## src/rtl/ex_wb_pipe_reg_pkg.sv

```systemverilog
// Shared widths, flag indices, payload struct and skid-buffer state for the EX/WB pipeline register.
package ex_wb_pkg;

    localparam int DEF_DATA_W  = 16;
    localparam int DEF_OPC_W   = 5;
    localparam int DEF_RD_W    = 3;
    localparam int DEF_MADDR_W = 4;
    localparam int DEF_IADDR_W = 6;
    localparam int DEF_NFLAGS  = 4;

    localparam int ZF  = 0;
    localparam int CF  = 1;
    localparam int ACF = 2;
    localparam int PF  = 3;

    typedef struct packed {
        logic [DEF_OPC_W-1:0]   opcode;
        logic                   am;
        logic [DEF_RD_W-1:0]    rd;
        logic [DEF_MADDR_W-1:0] mem_addr;
        logic [DEF_IADDR_W-1:0] instr_mem_addr;
        logic [DEF_DATA_W-1:0]  result;
        logic [DEF_NFLAGS-1:0]  flags;
    } ex_wb_payload_t;

    localparam int PAYLOAD_W = $bits(ex_wb_payload_t);

    // Encoded so that the state value is the number of held entries.
    typedef enum logic [1:0] {
        OCC_EMPTY = 2'd0,
        OCC_MAIN  = 2'd1,
        OCC_BOTH  = 2'd2
    } skid_state_e;

endpackage

```

## src/rtl/ex_wb_pipe_reg_if.sv

```systemverilog
// EX->WB handshake bundle. Valid/ready: a beat transfers on a rising edge where valid and ready are both 1;
// the sender holds payload stable while valid=1 and ready=0. flush kills held entries on the edge it is high.
interface ex_wb_pipe_reg_if
    import ex_wb_pkg::*;
#(
    parameter int DATA_W  = DEF_DATA_W,
    parameter int OPC_W   = DEF_OPC_W,
    parameter int RD_W    = DEF_RD_W,
    parameter int MADDR_W = DEF_MADDR_W,
    parameter int IADDR_W = DEF_IADDR_W,
    parameter int NFLAGS  = DEF_NFLAGS
) ();

    logic [OPC_W-1:0]   in_opcode;
    logic               in_am;
    logic [RD_W-1:0]    in_rd;
    logic [MADDR_W-1:0] in_mem_addr;
    logic [IADDR_W-1:0] in_instr_mem_addr;
    logic [DATA_W-1:0]  in_result;
    logic [NFLAGS-1:0]  in_flags;
    logic               in_valid;
    logic               in_ready;

    logic [OPC_W-1:0]   out_opcode;
    logic               out_am;
    logic [RD_W-1:0]    out_rd;
    logic [MADDR_W-1:0] out_mem_addr;
    logic [IADDR_W-1:0] out_instr_mem_addr;
    logic [DATA_W-1:0]  out_result;
    logic [NFLAGS-1:0]  out_flags;
    logic               out_valid;
    logic               out_ready;

    logic               flush;
    logic [1:0]         occupancy;
    skid_state_e        dbg_state;

    modport master (
        output in_opcode, in_am, in_rd, in_mem_addr, in_instr_mem_addr, in_result, in_flags,
        output in_valid, out_ready, flush,
        input  in_ready, out_valid, occupancy, dbg_state,
        input  out_opcode, out_am, out_rd, out_mem_addr, out_instr_mem_addr, out_result, out_flags
    );

    modport slave (
        input  in_opcode, in_am, in_rd, in_mem_addr, in_instr_mem_addr, in_result, in_flags,
        input  in_valid, out_ready, flush,
        output in_ready, out_valid, occupancy, dbg_state,
        output out_opcode, out_am, out_rd, out_mem_addr, out_instr_mem_addr, out_result, out_flags
    );

endinterface

```

## src/rtl/ex_wb_pipe_reg_skid_buffer.sv

```systemverilog
// Generic two-entry skid buffer: registered in_ready, one-cycle latency, no input-to-output combinational path.
module skid_buffer
    import ex_wb_pkg::*;
#(
    parameter int W = 8
) (
    input  logic        clk,
    input  logic        rst_n,
    input  logic        flush,
    input  logic        in_valid,
    input  logic [W-1:0] in_data,
    output logic        in_ready,
    output logic        out_valid,
    output logic [W-1:0] out_data,
    input  logic        out_ready,
    output logic [1:0]  occupancy,
    output skid_state_e state
);

    skid_state_e   state_q, state_d;
    logic [W-1:0]  main_q, main_d;
    logic [W-1:0]  skid_q, skid_d;
    logic          in_ready_q, in_ready_d;
    logic          in_xfer, out_xfer;

    assign in_xfer   = in_valid & in_ready_q;
    assign out_xfer  = out_valid & out_ready;
    assign in_ready  = in_ready_q;
    assign out_valid = (state_q != OCC_EMPTY);
    assign out_data  = main_q;
    assign occupancy = state_q;
    assign state     = state_q;

    always_comb begin
        state_d = state_q;
        main_d  = main_q;
        skid_d  = skid_q;
        if (flush) begin
            // Data registers keep their contents so out_* holds its last value.
            state_d = OCC_EMPTY;
        end else begin
            case (state_q)
                OCC_EMPTY: begin
                    if (in_xfer) begin
                        main_d  = in_data;
                        state_d = OCC_MAIN;
                    end
                end
                OCC_MAIN: begin
                    if (in_xfer && out_xfer) begin
                        main_d = in_data;
                    end else if (in_xfer) begin
                        skid_d  = in_data;
                        state_d = OCC_BOTH;
                    end else if (out_xfer) begin
                        state_d = OCC_EMPTY;
                    end
                end
                OCC_BOTH: begin
                    if (out_xfer) begin
                        main_d  = skid_q;
                        state_d = OCC_MAIN;
                    end
                end
                default: state_d = OCC_EMPTY;
            endcase
        end
        in_ready_d = (state_d != OCC_BOTH);
    end

    always_ff @(posedge clk or negedge rst_n) begin
        if (!rst_n) begin
            state_q    <= OCC_EMPTY;
            main_q     <= '0;
            skid_q     <= '0;
            in_ready_q <= 1'b1;
        end else begin
            state_q    <= state_d;
            main_q     <= main_d;
            skid_q     <= skid_d;
            in_ready_q <= in_ready_d;
        end
    end

endmodule

```

## src/rtl/ex_wb_pipe_reg.sv

```systemverilog
// EX->WB pipeline register: packs the EX payload into the shared struct and holds it in a skid buffer.
module ex_wb_pipe_reg
    import ex_wb_pkg::*;
#(
    parameter int DATA_W  = DEF_DATA_W,
    parameter int OPC_W   = DEF_OPC_W,
    parameter int RD_W    = DEF_RD_W,
    parameter int MADDR_W = DEF_MADDR_W,
    parameter int IADDR_W = DEF_IADDR_W,
    parameter int NFLAGS  = DEF_NFLAGS
) (
    input  logic            clk,
    input  logic            rst,
    ex_wb_pipe_reg_if.slave bus
);

    localparam int W = OPC_W + 1 + RD_W + MADDR_W + IADDR_W + DATA_W + NFLAGS;

    // The payload struct is fixed by the package widths; overriding parameters must keep them equal.
    generate
        if (W != PAYLOAD_W) begin : g_width_check
            $error("ex_wb_pipe_reg: parameter widths do not match ex_wb_payload_t");
        end
    endgenerate

    ex_wb_payload_t in_pl;
    ex_wb_payload_t out_pl;

    always_comb begin
        in_pl                = '0;
        in_pl.opcode         = bus.in_opcode;
        in_pl.am             = bus.in_am;
        in_pl.rd             = bus.in_rd;
        in_pl.mem_addr       = bus.in_mem_addr;
        in_pl.instr_mem_addr = bus.in_instr_mem_addr;
        in_pl.result         = bus.in_result;
        in_pl.flags          = bus.in_flags;
    end

    skid_buffer #(
        .W (PAYLOAD_W)
    ) u_skid (
        .clk       (clk),
        .rst_n     (rst),
        .flush     (bus.flush),
        .in_valid  (bus.in_valid),
        .in_data   (in_pl),
        .in_ready  (bus.in_ready),
        .out_valid (bus.out_valid),
        .out_data  (out_pl),
        .out_ready (bus.out_ready),
        .occupancy (bus.occupancy),
        .state     (bus.dbg_state)
    );

    assign bus.out_opcode         = out_pl.opcode;
    assign bus.out_am             = out_pl.am;
    assign bus.out_rd             = out_pl.rd;
    assign bus.out_mem_addr       = out_pl.mem_addr;
    assign bus.out_instr_mem_addr = out_pl.instr_mem_addr;
    assign bus.out_result         = out_pl.result;
    assign bus.out_flags          = out_pl.flags;

endmodule

```

## src/flat_wrapper.sv

```systemverilog
// flat-port wrapper written by rule: the top's interface ports become plain ports
module ex_wb_pipe_reg_flat import ex_wb_pkg::*;
#(
    parameter int DATA_W  = DEF_DATA_W,
    parameter int OPC_W   = DEF_OPC_W,
    parameter int RD_W    = DEF_RD_W,
    parameter int MADDR_W = DEF_MADDR_W,
    parameter int IADDR_W = DEF_IADDR_W,
    parameter int NFLAGS  = DEF_NFLAGS
)
  (clk, rst, bus_in_opcode, bus_in_am, bus_in_rd, bus_in_mem_addr, bus_in_instr_mem_addr, bus_in_result, bus_in_flags, bus_in_valid, bus_out_ready, bus_flush, bus_in_ready, bus_out_valid, bus_occupancy, bus_dbg_state, bus_out_opcode, bus_out_am, bus_out_rd, bus_out_mem_addr, bus_out_instr_mem_addr, bus_out_result, bus_out_flags);
  ex_wb_pipe_reg_if #(.DATA_W(DATA_W), .OPC_W(OPC_W), .RD_W(RD_W), .MADDR_W(MADDR_W), .IADDR_W(IADDR_W), .NFLAGS(NFLAGS)) bus_i ();
  input  logic clk;
  input  logic rst;
  input wire logic [$bits(bus_i.in_opcode)-1:0] bus_in_opcode;
  input wire logic [$bits(bus_i.in_am)-1:0] bus_in_am;
  input wire logic [$bits(bus_i.in_rd)-1:0] bus_in_rd;
  input wire logic [$bits(bus_i.in_mem_addr)-1:0] bus_in_mem_addr;
  input wire logic [$bits(bus_i.in_instr_mem_addr)-1:0] bus_in_instr_mem_addr;
  input wire logic [$bits(bus_i.in_result)-1:0] bus_in_result;
  input wire logic [$bits(bus_i.in_flags)-1:0] bus_in_flags;
  input wire logic [$bits(bus_i.in_valid)-1:0] bus_in_valid;
  input wire logic [$bits(bus_i.out_ready)-1:0] bus_out_ready;
  input wire logic [$bits(bus_i.flush)-1:0] bus_flush;
  output wire logic [$bits(bus_i.in_ready)-1:0] bus_in_ready;
  output wire logic [$bits(bus_i.out_valid)-1:0] bus_out_valid;
  output wire logic [$bits(bus_i.occupancy)-1:0] bus_occupancy;
  output wire logic [$bits(bus_i.dbg_state)-1:0] bus_dbg_state;
  output wire logic [$bits(bus_i.out_opcode)-1:0] bus_out_opcode;
  output wire logic [$bits(bus_i.out_am)-1:0] bus_out_am;
  output wire logic [$bits(bus_i.out_rd)-1:0] bus_out_rd;
  output wire logic [$bits(bus_i.out_mem_addr)-1:0] bus_out_mem_addr;
  output wire logic [$bits(bus_i.out_instr_mem_addr)-1:0] bus_out_instr_mem_addr;
  output wire logic [$bits(bus_i.out_result)-1:0] bus_out_result;
  output wire logic [$bits(bus_i.out_flags)-1:0] bus_out_flags;
  assign bus_i.in_opcode = bus_in_opcode;
  assign bus_i.in_am = bus_in_am;
  assign bus_i.in_rd = bus_in_rd;
  assign bus_i.in_mem_addr = bus_in_mem_addr;
  assign bus_i.in_instr_mem_addr = bus_in_instr_mem_addr;
  assign bus_i.in_result = bus_in_result;
  assign bus_i.in_flags = bus_in_flags;
  assign bus_i.in_valid = bus_in_valid;
  assign bus_i.out_ready = bus_out_ready;
  assign bus_i.flush = bus_flush;
  assign bus_in_ready = bus_i.in_ready;
  assign bus_out_valid = bus_i.out_valid;
  assign bus_occupancy = bus_i.occupancy;
  assign bus_dbg_state = bus_i.dbg_state;
  assign bus_out_opcode = bus_i.out_opcode;
  assign bus_out_am = bus_i.out_am;
  assign bus_out_rd = bus_i.out_rd;
  assign bus_out_mem_addr = bus_i.out_mem_addr;
  assign bus_out_instr_mem_addr = bus_i.out_instr_mem_addr;
  assign bus_out_result = bus_i.out_result;
  assign bus_out_flags = bus_i.out_flags;
  ex_wb_pipe_reg #(.DATA_W(DATA_W), .OPC_W(OPC_W), .RD_W(RD_W), .MADDR_W(MADDR_W), .IADDR_W(IADDR_W), .NFLAGS(NFLAGS)) u_core (.clk(clk), .rst(rst), .bus(bus_i));
endmodule
```

## config.mk

```make
export PLATFORM = sky130hd
export DESIGN_NAME = ex_wb_pipe_reg_flat
export DESIGN_NICKNAME = d
export VERILOG_FILES = /design/src/rtl/ex_wb_pipe_reg_pkg.sv /design/src/rtl/ex_wb_pipe_reg_if.sv /design/src/rtl/ex_wb_pipe_reg_skid_buffer.sv /design/src/rtl/ex_wb_pipe_reg.sv /design/src/flat_wrapper.sv
export SDC_FILE = /design/constraint.sdc
export NUM_CORES = 1
export LEC_CHECK = 0
export CAP_MARGIN = 10
export CORE_MARGIN = 2
export CORE_UTILIZATION = 44
export DETAILED_ROUTE_END_ITERATION = 16
export HOLD_SLACK_MARGIN = 0.1
export PLACE_DENSITY = 0.81
export SYNTH_ARGS = -nofsm -noshare
export SYNTH_HDL_FRONTEND = slang
export SYNTH_HIERARCHICAL = 1
export SYNTH_SLANG_ARGS = --single-unit
```

## constraint.sdc

```tcl
create_clock -name clk -period 2 [get_ports clk]
set_clock_uncertainty 0.15 [all_clocks]
set_input_delay 0.5 -clock clk [delete_from_list [all_inputs] [get_ports clk]]
set_output_delay 0.5 -clock clk [all_outputs]
set_load 0.01 [all_outputs]
```

Word level (Yosys, flattened, before mapping)
Index checks and enable logic that the tools add are counted.
W data, S select, Z words.
- memories kept: 0
- bits in read-only memories: 0
- word-level logic and storage cells: 31
- memory bits (writable): 0
- flip-flop bits (word level): 81
- latch bits: 0
- input port bits: 44
- magnitude comparators: 0
- add/sub/neg operators: 0
- equal/unequal tests: 6
- div/mod/pow operators: 0
- shift operators: 0
- bitwise operators: 4
- reductions and logical operators: 6
- multipliers: 0
- muxes and demuxes: 11
- operator list (kind ; count):
    $mux W39 ; 3
    $pmux W39 S3 ; 1
    $mux W2 ; 6
    $ne A2 B2 Y1 const B ; 4
    $pmux W2 S3 ; 1
    $reduce_and A5 Y1 ; 1
    $reduce_and A4 Y1 ; 1
    $reduce_bool A3 Y1 ; 1
    $and A1 B1 Y1 ; 2
    $eq A2 B1 Y1 const B ; 1
    $eq A2 B2 Y1 const B ; 1
    $logic_not A2 Y1 ; 1
    $not A1 Y1 ; 2
    $reduce_bool A2 Y1 ; 1
    $logic_and A1 B1 Y1 ; 1

Logic depth before layout (Yosys ltp)
Gate-level depths: netlist of the first run.
- depth after elaboration: 8
- gate-level depth with buffers: 6
- gate-level depth less buffers: 4

Least setup slack after synthesis of the first run
Ideal clock, no wire load.
- kind: register -> register
- start: register u_core.u_skid.in_ready_q (netlist: u_core/u_skid/in_ready)
- end: register u_core.u_skid.skid_q[0]
- data required time: 1.725 ns
- path slack: 0.007 ns
- library setup time: 0.125 ns
- buffers on the path: 2
- cell stages (with the launch flop): 6
- arrival: 1.718 ns
- path through: dfstp_2 > nand2_1 > or4b_1 > buf_2 > buf_6 > mux2_4
- cells in the longest elaborated chain, start to end: 4
- RTL lines (element ; line ; text):
    from (decl) ; ex_wb_pipe_reg_skid_buffer.sv:23 ; logic in_ready_q, in_ready_d;
    from (signal assigned) ; ex_wb_pipe_reg_skid_buffer.sv:81 ; in_ready_q <= in_ready_d;
    $and A1 B1 Y1 * ; ex_wb_pipe_reg_skid_buffer.sv:26 ; assign in_xfer = in_valid & in_ready_q;
    $logic_and A1 B1 Y1 ; ex_wb_pipe_reg_skid_buffer.sv:50 ; if (in_xfer && out_xfer) begin
    $not A1 Y1 (no source line) ; n/a ;
    $reduce_and A4 Y1 (no source line) * ; n/a ;
    to (signal assigned) ; ex_wb_pipe_reg_skid_buffer.sv:80 ; skid_q <= skid_d;
    to (decl) ; ex_wb_pipe_reg_skid_buffer.sv:22 ; logic [W-1:0] skid_q, skid_d;
Mark *: on every way between the ends. The rest lies on a longest branch, timed or not.
A chain may end at the register's enable or synchronous reset.

Worst setup path in the final report of the first run
- start: register u_core.u_skid.in_ready_q (netlist: u_core/u_skid/in_ready)
- end: register u_core.u_skid.skid_q[31]
The elaborated chain is that of the path after synthesis.

==> results.md, run 1 <==
- ANT nets after route: 0
- Clock H-tree levels: 3
- RSZ-0062 raised after global routing: true
- Tmin final: 2.05 ns
- Layout Nets: 417
- Worst setup EP type: flip-flop
- Top Ports: 89
- Core area: 0.00781 mm^2
- Sequential area share after synthesis: 56.7%
- Clock-pin slew on the worst setup and hold paths: 0.08 ns
- Leakage Power: 2.30 nW
- Final Hold Viols: 0
- WS Path Type: reg2reg
- Routed via count: 2430
- First-pass GRT wire length: 12300 um
- Slew @ Worst Pin: 0.346 ns
- Detailed Place HPWL: 4930 um
- Final period utilization: 102%
- Layout Utilization: 64.2%
- Clock Tree Root: clkbuf_8
- Cells after synthesis: 271
- Maximum clock frequency: 0.488 GHz
- Height of the die: 94.1 um
- Worst EP arrival: 2.13 ns
- Longest Clk Path Bufs: 2
- CTS tree: built
- Largest net degree at the start of global routing: 43
- Share of cells above drive strength 1: 22.0%
- Iteration-0 DRC count of the detailed router: 84
- Area Growth Syn to Fin: 40.1%
- WHS: 0.337 ns
- Status: complete, but fails checks
- Failing checks: setup timing
- Hold Crit Class: reg2reg
- Critical Path Start Type: flip-flop
- Initial Util: 45.8%
- Cts bufs inserted: 9
- Residual DRC: 0
- Final setup viols: 22
- VDD IR max: 0.522 mV
- Clk Latency, worst-skew pair: 0.35 ns
- Post-Syn Area: 0.00357 mm^2
- Post-synth net total: 315
- Relative slew slack: 76.9%
- Initial antenna violation count: 0
- # diodes: 0
- DRT Pass-1 Iters: 4
- Yosys cell types: 23
- Die ar.: 0.00886 mm^2
- WL final: 7840 um
- # port buffers: 88
- Vias in the first global route: 2580
- Worst Path Required: 2.08 ns
- Synth Warn #: 6
- PD cells: 934 mW/mm^2
- GR Overflow Total: 0
- Max Cap Viol: 0
- Setup WS post-layout: -0.0494 ns
- Routed vias/inst: 5.06
- Die Width: 94.1 um
- Max Slew Vio Count: 0
- Critical path peak fanout: 11
- Routed WL per cell: 16.3 um
- Placement Setup Slack: -0.501 ns
- Synth Register Bits: 81
- Clk sinks: 81
- Routability cong.: 0.717
- GRT Util Overall: 18.2%
- Synthesized area per cell: 13.2 um^2
- Row count: 32
[cells in the final DEF (no fill, tap or decap), types with 2 or more instances in the layout]
cell | synthesis | final
buf_4 | 3 | 11
clkinv_2 | 0 | 2
clkbuf_16 | 0 | 2
clkdlybuf4s50_1 | 0 | 79
o21ai_0 | 34 | 30
mux2_4 | 39 | 39
dlygate4sd2_1 | 0 | 7
mux2i_1 | 40 | 40
o21ai_1 | 5 | 9
dfrtp_1 | 80 | 79
clkbuf_8 | 0 | 10
clkinvlp_4 | 0 | 2
buf_12 | 0 | 7
nand2_1 | 41 | 40
[where the power goes]
group	switching (mW)	leakage, nW	internal, mW
clock	0.583	0.0953	0.607
combinational	0.420	1.20	0.803
sequential	0.228	0.999	2.04
total	1.23	2.30	3.45
[synth_stat cells (all sizes together)]
cell | number | area (um^2)
nand4bb | 1 | 11.3
buf | 13 | 97.6
dfstp | 1 | 26.3
or2 | 1 | 6.26
nand2 | 41 | 154
o41a | 1 | 11.3
o21ai | 39 | 195
o21a | 1 | 7.51
clkbuf | 6 | 22.5
nand2b | 1 | 6.26
nor2b | 1 | 6.26
o22a | 1 | 8.76
or4b | 1 | 10.0
o31a | 1 | 8.76
mux2i | 40 | 400
dfrtp | 80 | 2000
mux2 | 39 | 586
and2b | 1 | 7.51
nor2 | 1 | 3.75
inv | 1 | 3.75
[cells by family after synthesis]
family | after synthesis | share of synthesized area [%]
and+or+nand+nor | 48 | 5.74
muxes | 79 | 27.6
AOI/OAI and AO/OA | 43 | 6.48
DFF | 81 | 56.7
buffers and inverters | 20 | 3.46
[worst max-delay path, stage by stage (launching register included)]
cell and delay, ns:
dfstp_2 0.54, nand2_2 0.05, or4b_4 0.57, bufbuf_16 0.32, mux2_4 0.30
[path summary, 6_finish.rpt]
kind / startpoint / slack [ns] / cells after the start / to
worst max-delay path: u_core/u_skid/in_ready / -0.05 / 4 / u_core/u_skid/skid_q[31]
worst min-delay path: u_core/u_skid/out_data[33] / 0.34 / 2 / u_core/u_skid/out_data[33]
worst max register to register: u_core/u_skid/in_ready / -0.05 / 4 / u_core/u_skid/skid_q[31]
worst min register to register: u_core/u_skid/out_data[33] / 0.34 / 2 / u_core/u_skid/out_data[33]
max in group asynchronous: rst / 0.71 / 3 / u_core/u_skid/out_data[2]
min in group asynchronous: rst / 0.45 / 2 / u_core/u_skid/out_data[16]
[cell type report]
| cell class | instances | area, um^2 |
|---|---|---|
| Clock buffer | 11 | 141 |
| Clock inverter | 5 | 55.1 |
| Fill cell | 637 | 2800 |
| Inverter | 1 | 3.75 |
| Multi-Input combinational cell | 170 | 1450 |
| Sequential cell | 81 | 2030 |
| Tap cell | 102 | 128 |
| Timing Repair Buffer | 110 | 1200 |
[metal layers]
metal | global-route usage (%) | part of all wire [%]
met1 | 22.9 | 43
met2 | 30.8 | 50
met3 | 4.74 | 5.1
met4 | 5.43 | 1.0
met5 | 0 | 0
[state kept, by name (all words and copies together) (netlist names)]
name and flops:
u_core/u_skid/occupancy 2, u_core/u_skid/skid_q 39, u_core/u_skid/in_ready 1, u_core/u_skid/out_data 39
[stage by stage]
step           cells  setup TNS (ns)  instance area, um^2  total power, mW
2_1_floorplan    271               0                 3570             2.88
3_3_place_gp     455          -29.02                 4630             3.42
3_5_place_dp     455          -34.26                 4630             3.48
4_1_cts          478           -1.30                 4940             4.69
5_1_grt          480           -1.60                 5010             4.93
6_report         480          -0.716                 5010             4.68
[repair_timing]
action / in CTS / in global routing
buffers inserted: 4 / 0
gates resized for setup: 13 / 7
setup endpoints to repair: 63 / 49
hold endpoints to repair: 23 / 0
hold buffers: 1 / 0
pin swaps: 2 / 3
cloned: 2 / 2
Note: power is estimated with default switching activity, not from simulation.
==> run 2: changes to the inputs <==
--- a/config.mk
+++ b/config.mk
@@ -6,11 +6,10 @@
 export NUM_CORES = 1
 export LEC_CHECK = 0
 export CAP_MARGIN = 10
-export CORE_MARGIN = 2
-export CORE_UTILIZATION = 44
+export CORE_UTILIZATION = 49
 export DETAILED_ROUTE_END_ITERATION = 16
 export HOLD_SLACK_MARGIN = 0.1
-export PLACE_DENSITY = 0.81
+export PLACE_DENSITY = 0.85
 export SYNTH_ARGS = -nofsm -noshare
 export SYNTH_HDL_FRONTEND = slang
 export SYNTH_HIERARCHICAL = 1
==> constraint.sdc (replaced) <==
create_clock -name clk -period 2.34 [get_ports clk]
set_clock_uncertainty 0.15 [all_clocks]
set_input_delay 0.585 -clock clk [delete_from_list [all_inputs] [get_ports clk]]
set_output_delay 0.585 -clock clk [all_outputs]
set_load 0.01 [all_outputs]
==> results.md, run 2 (synthesis results as in run 1) <==
- Worst path slowest cell: clkdlybuf4s50_1
- Clk sinks: 81 (unchanged)
- Clk Latency, worst-skew pair: 0.33 ns (-0.02 ns)
- RSZ-0062 raised after global routing: false
- Gate power share: 25.6% (-0.5 points)
- Iteration-0 DRC count of the detailed router: 70 (-17%)
- Layout Utilization: 70.1% (+5.9 points)
- Clock Tree Root: clkbuf_8
- Max Cap Viol: 0 (unchanged)
- Tmin final: 2.24 ns
- Core area: 0.00691 mm^2 (-12%)
- Gr busiest metal: met2
- Seq pwr share: 49.0% (+0.6 points)
- Worst Path Required: 1.60 ns (-0.48 ns)
- Die Width: 87.4 um (-7.1%)
- Commonest cells after routing, fill and taps aside: 87 x clkdlybuf4s50_1, 80 x dfrtp_1, 41 x nand2_1
- Status: complete, no violations
- Longest Clk Path Bufs: 2 (unchanged)
- Final non-filler cell total: 467 (-2.7%)
- PD cells: 820 mW/mm^2 (-12%)
- Met1 usage: 28.5% (+5.6 points)
- Final setup viols: 0 (-100%)
- Slew @ Worst Pin: 0.499 ns (+0.153 ns)
- Final Hold Viols: 0 (unchanged)
- Initial antenna violation count: 0 (unchanged)
- Critical path peak fanout: 5 (-6)
- DRT Pass-1 Iters: 4 (unchanged)
- GR Overflow Total: 0 (unchanged)
- Worst setup EP type: output port
- CTS tree: built
- Switching Share: 26.2% (-0.17 points)
- Worst EP arrival: 1.50 ns (-0.63 ns)
- # port buffers: 88 (unchanged)
- Max Slew Vio Count: 0 (unchanged)
- Area Growth Syn to Fin: 35.4%
- Fillers: 507 (-20%)
- GRT Util Overall: 21.1% (+2.9 points)
- Residual DRC: 0 (unchanged)
- Most common cell after layout, fill and taps aside: clkdlybuf4s50_1
- Routed vias/inst: 5.00 (-1.2%)
- Vias in the first global route: 2497 (-3.2%)
- Relative slew slack: 66.8% (-10 points)
- Share of cells above drive strength 1: 19.7% (-2.3 points)
- Routed via count: 2336 (-3.9%)
- Detailed Place HPWL: 4900 um (-0.68%)
- Met2 Usage GRT: 34.7% (+3.8 points)
- CP cell instances: or2_2, clkdlybuf4s50_1
- Routed WL per cell: 15.6 um (-4.7%)
- Routability cong.: 0.711 (-0.92%)
- First-pass GRT wire length: 12300 um (unchanged)
- Int Pwr: 2.93 mW (-15%)
- Clock-pin slew on the worst setup and hold paths: 0.08 ns (about the same)
- Clock Power Share: 25.4% (about the same)
- Hold Crit Class: reg2reg
- Met3 Resource Use GR: 3.51% (-1.2 points)
- # diodes: 0 (unchanged)
- WS Path Type: reg2out
- Height of the die: 87.4 um (-7.1%)
- NetSw: 1.04 mW (-16%)
- ANT nets after route: 0 (unchanged)
- Cts bufs inserted: 9 (unchanged)
- Final period utilization: 95.7%
- Largest net degree at the start of global routing: 45 (+4.7%)
- Leakage Power: 2.18 nW (-5.0%)
- Top Ports: 89 (unchanged)
- Cells after DPL: 449 (-1.3%)
- Maximum clock frequency: 0.447 GHz
- Row count: 30 (-6.3%)
- CP max stage delay: 0.48 ns (-0.09 ns)
- Clock H-tree levels: 3 (unchanged)
- VDD IR max: 0.443 mV (-15%)
- Layout Nets: 410 (-1.7%)
- Die ar.: 0.00764 mm^2 (-14%)
- WL final: 7260 um (-7.3%)
- WHS: 0.339 ns (+0.00170 ns)
- Critical Path Start Type: flip-flop
- Final instance area: 0.00484 mm^2 (-3.3%)
- Placed cell area: 0.00462 mm^2 (-0.24%)
- Initial Util: 51.8% (+6.0 points)
==> run 2: worst paths after layout <==
check	start	to	slack [ns]	cells after the start
hold / removal	u_core/u_skid/out_data[33]	u_core/u_skid/out_data[33]	0.34	2
max in group asynchronous	rst	u_core/u_skid/skid_q[28]	0.84	3
min in group asynchronous	rst	u_core/u_skid/out_data[33]	0.61	2
setup / recovery	u_core/u_skid/occupancy[0]	bus_out_valid	0.10	2
setup reg to reg	u_core/u_skid/in_ready	u_core/u_skid/skid_q[12]	0.40	4
hold reg to reg	u_core/u_skid/out_data[33]	u_core/u_skid/out_data[33]	0.34	2
==> run 2: per-layer routing <==
metal	vias up	wire [um]	share of wire, %
met5	-	0	0
met4	0	51	0.70
met3	5	279	3.8
met2	60	3620	50
met1	1142	3310	46
li1	1129	-	-
==> run 2: final cells by class <==
cell class	instances	area, um^2	share of cell area, %
Sequential cell	81	2030	41.9
Tap cell	96	120	2.48
Multi-Input combinational cell	170	1440	29.6
Timing Repair Buffer	103	1060	21.8
Clock buffer	12	145	3.00
Inverter	1	3.75	0.0775
Clock inverter	4	52.6	1.09
==> run 2: per-stage QoR <==
step / TNS [ns] / power, mW / setup slack, ns
floorplan: 0 / 2.46 / 0.272
global placement: -18.47 / 2.93 / -0.342
detailed placement: -19.99 / 2.98 / -0.367
CTS: 0 / 4.01 / 0.0437
global route: 0 / 4.19 / 0.0377
finish: 0 / 3.97 / 0.101
==> run 2: what timing repair did <==
action / CTS / global route
buffers inserted: 0 / 1
hold buffers: 1 / 0
endpoints found under the setup margin: 1 / 1
hold endpoints to repair: 36 / 0
gates resized for setup: 1 / 0
==> run 2: worst max-delay path: cells and delay by family, from the launching register on <==
| kind | cells | cell delay (ns) |
|---|---|---|
| buffers and inverters | 1 | 0.48 |
| flip-flops | 1 | 0.42 |
| AND/OR/NAND/NOR | 1 | 0.28 |
==> run 2: power groups by stage <==
stage          Clock (mW)  Sequential, mW  Combinational, mW
5_1_grt              1.10            1.99               1.10
3_5_place_dp            0            1.96               1.02
6_report             1.01            1.95               1.01
2_1_floorplan           0            1.98              0.479
4_1_cts              1.04            1.95               1.02
3_3_place_gp            0            1.95              0.979
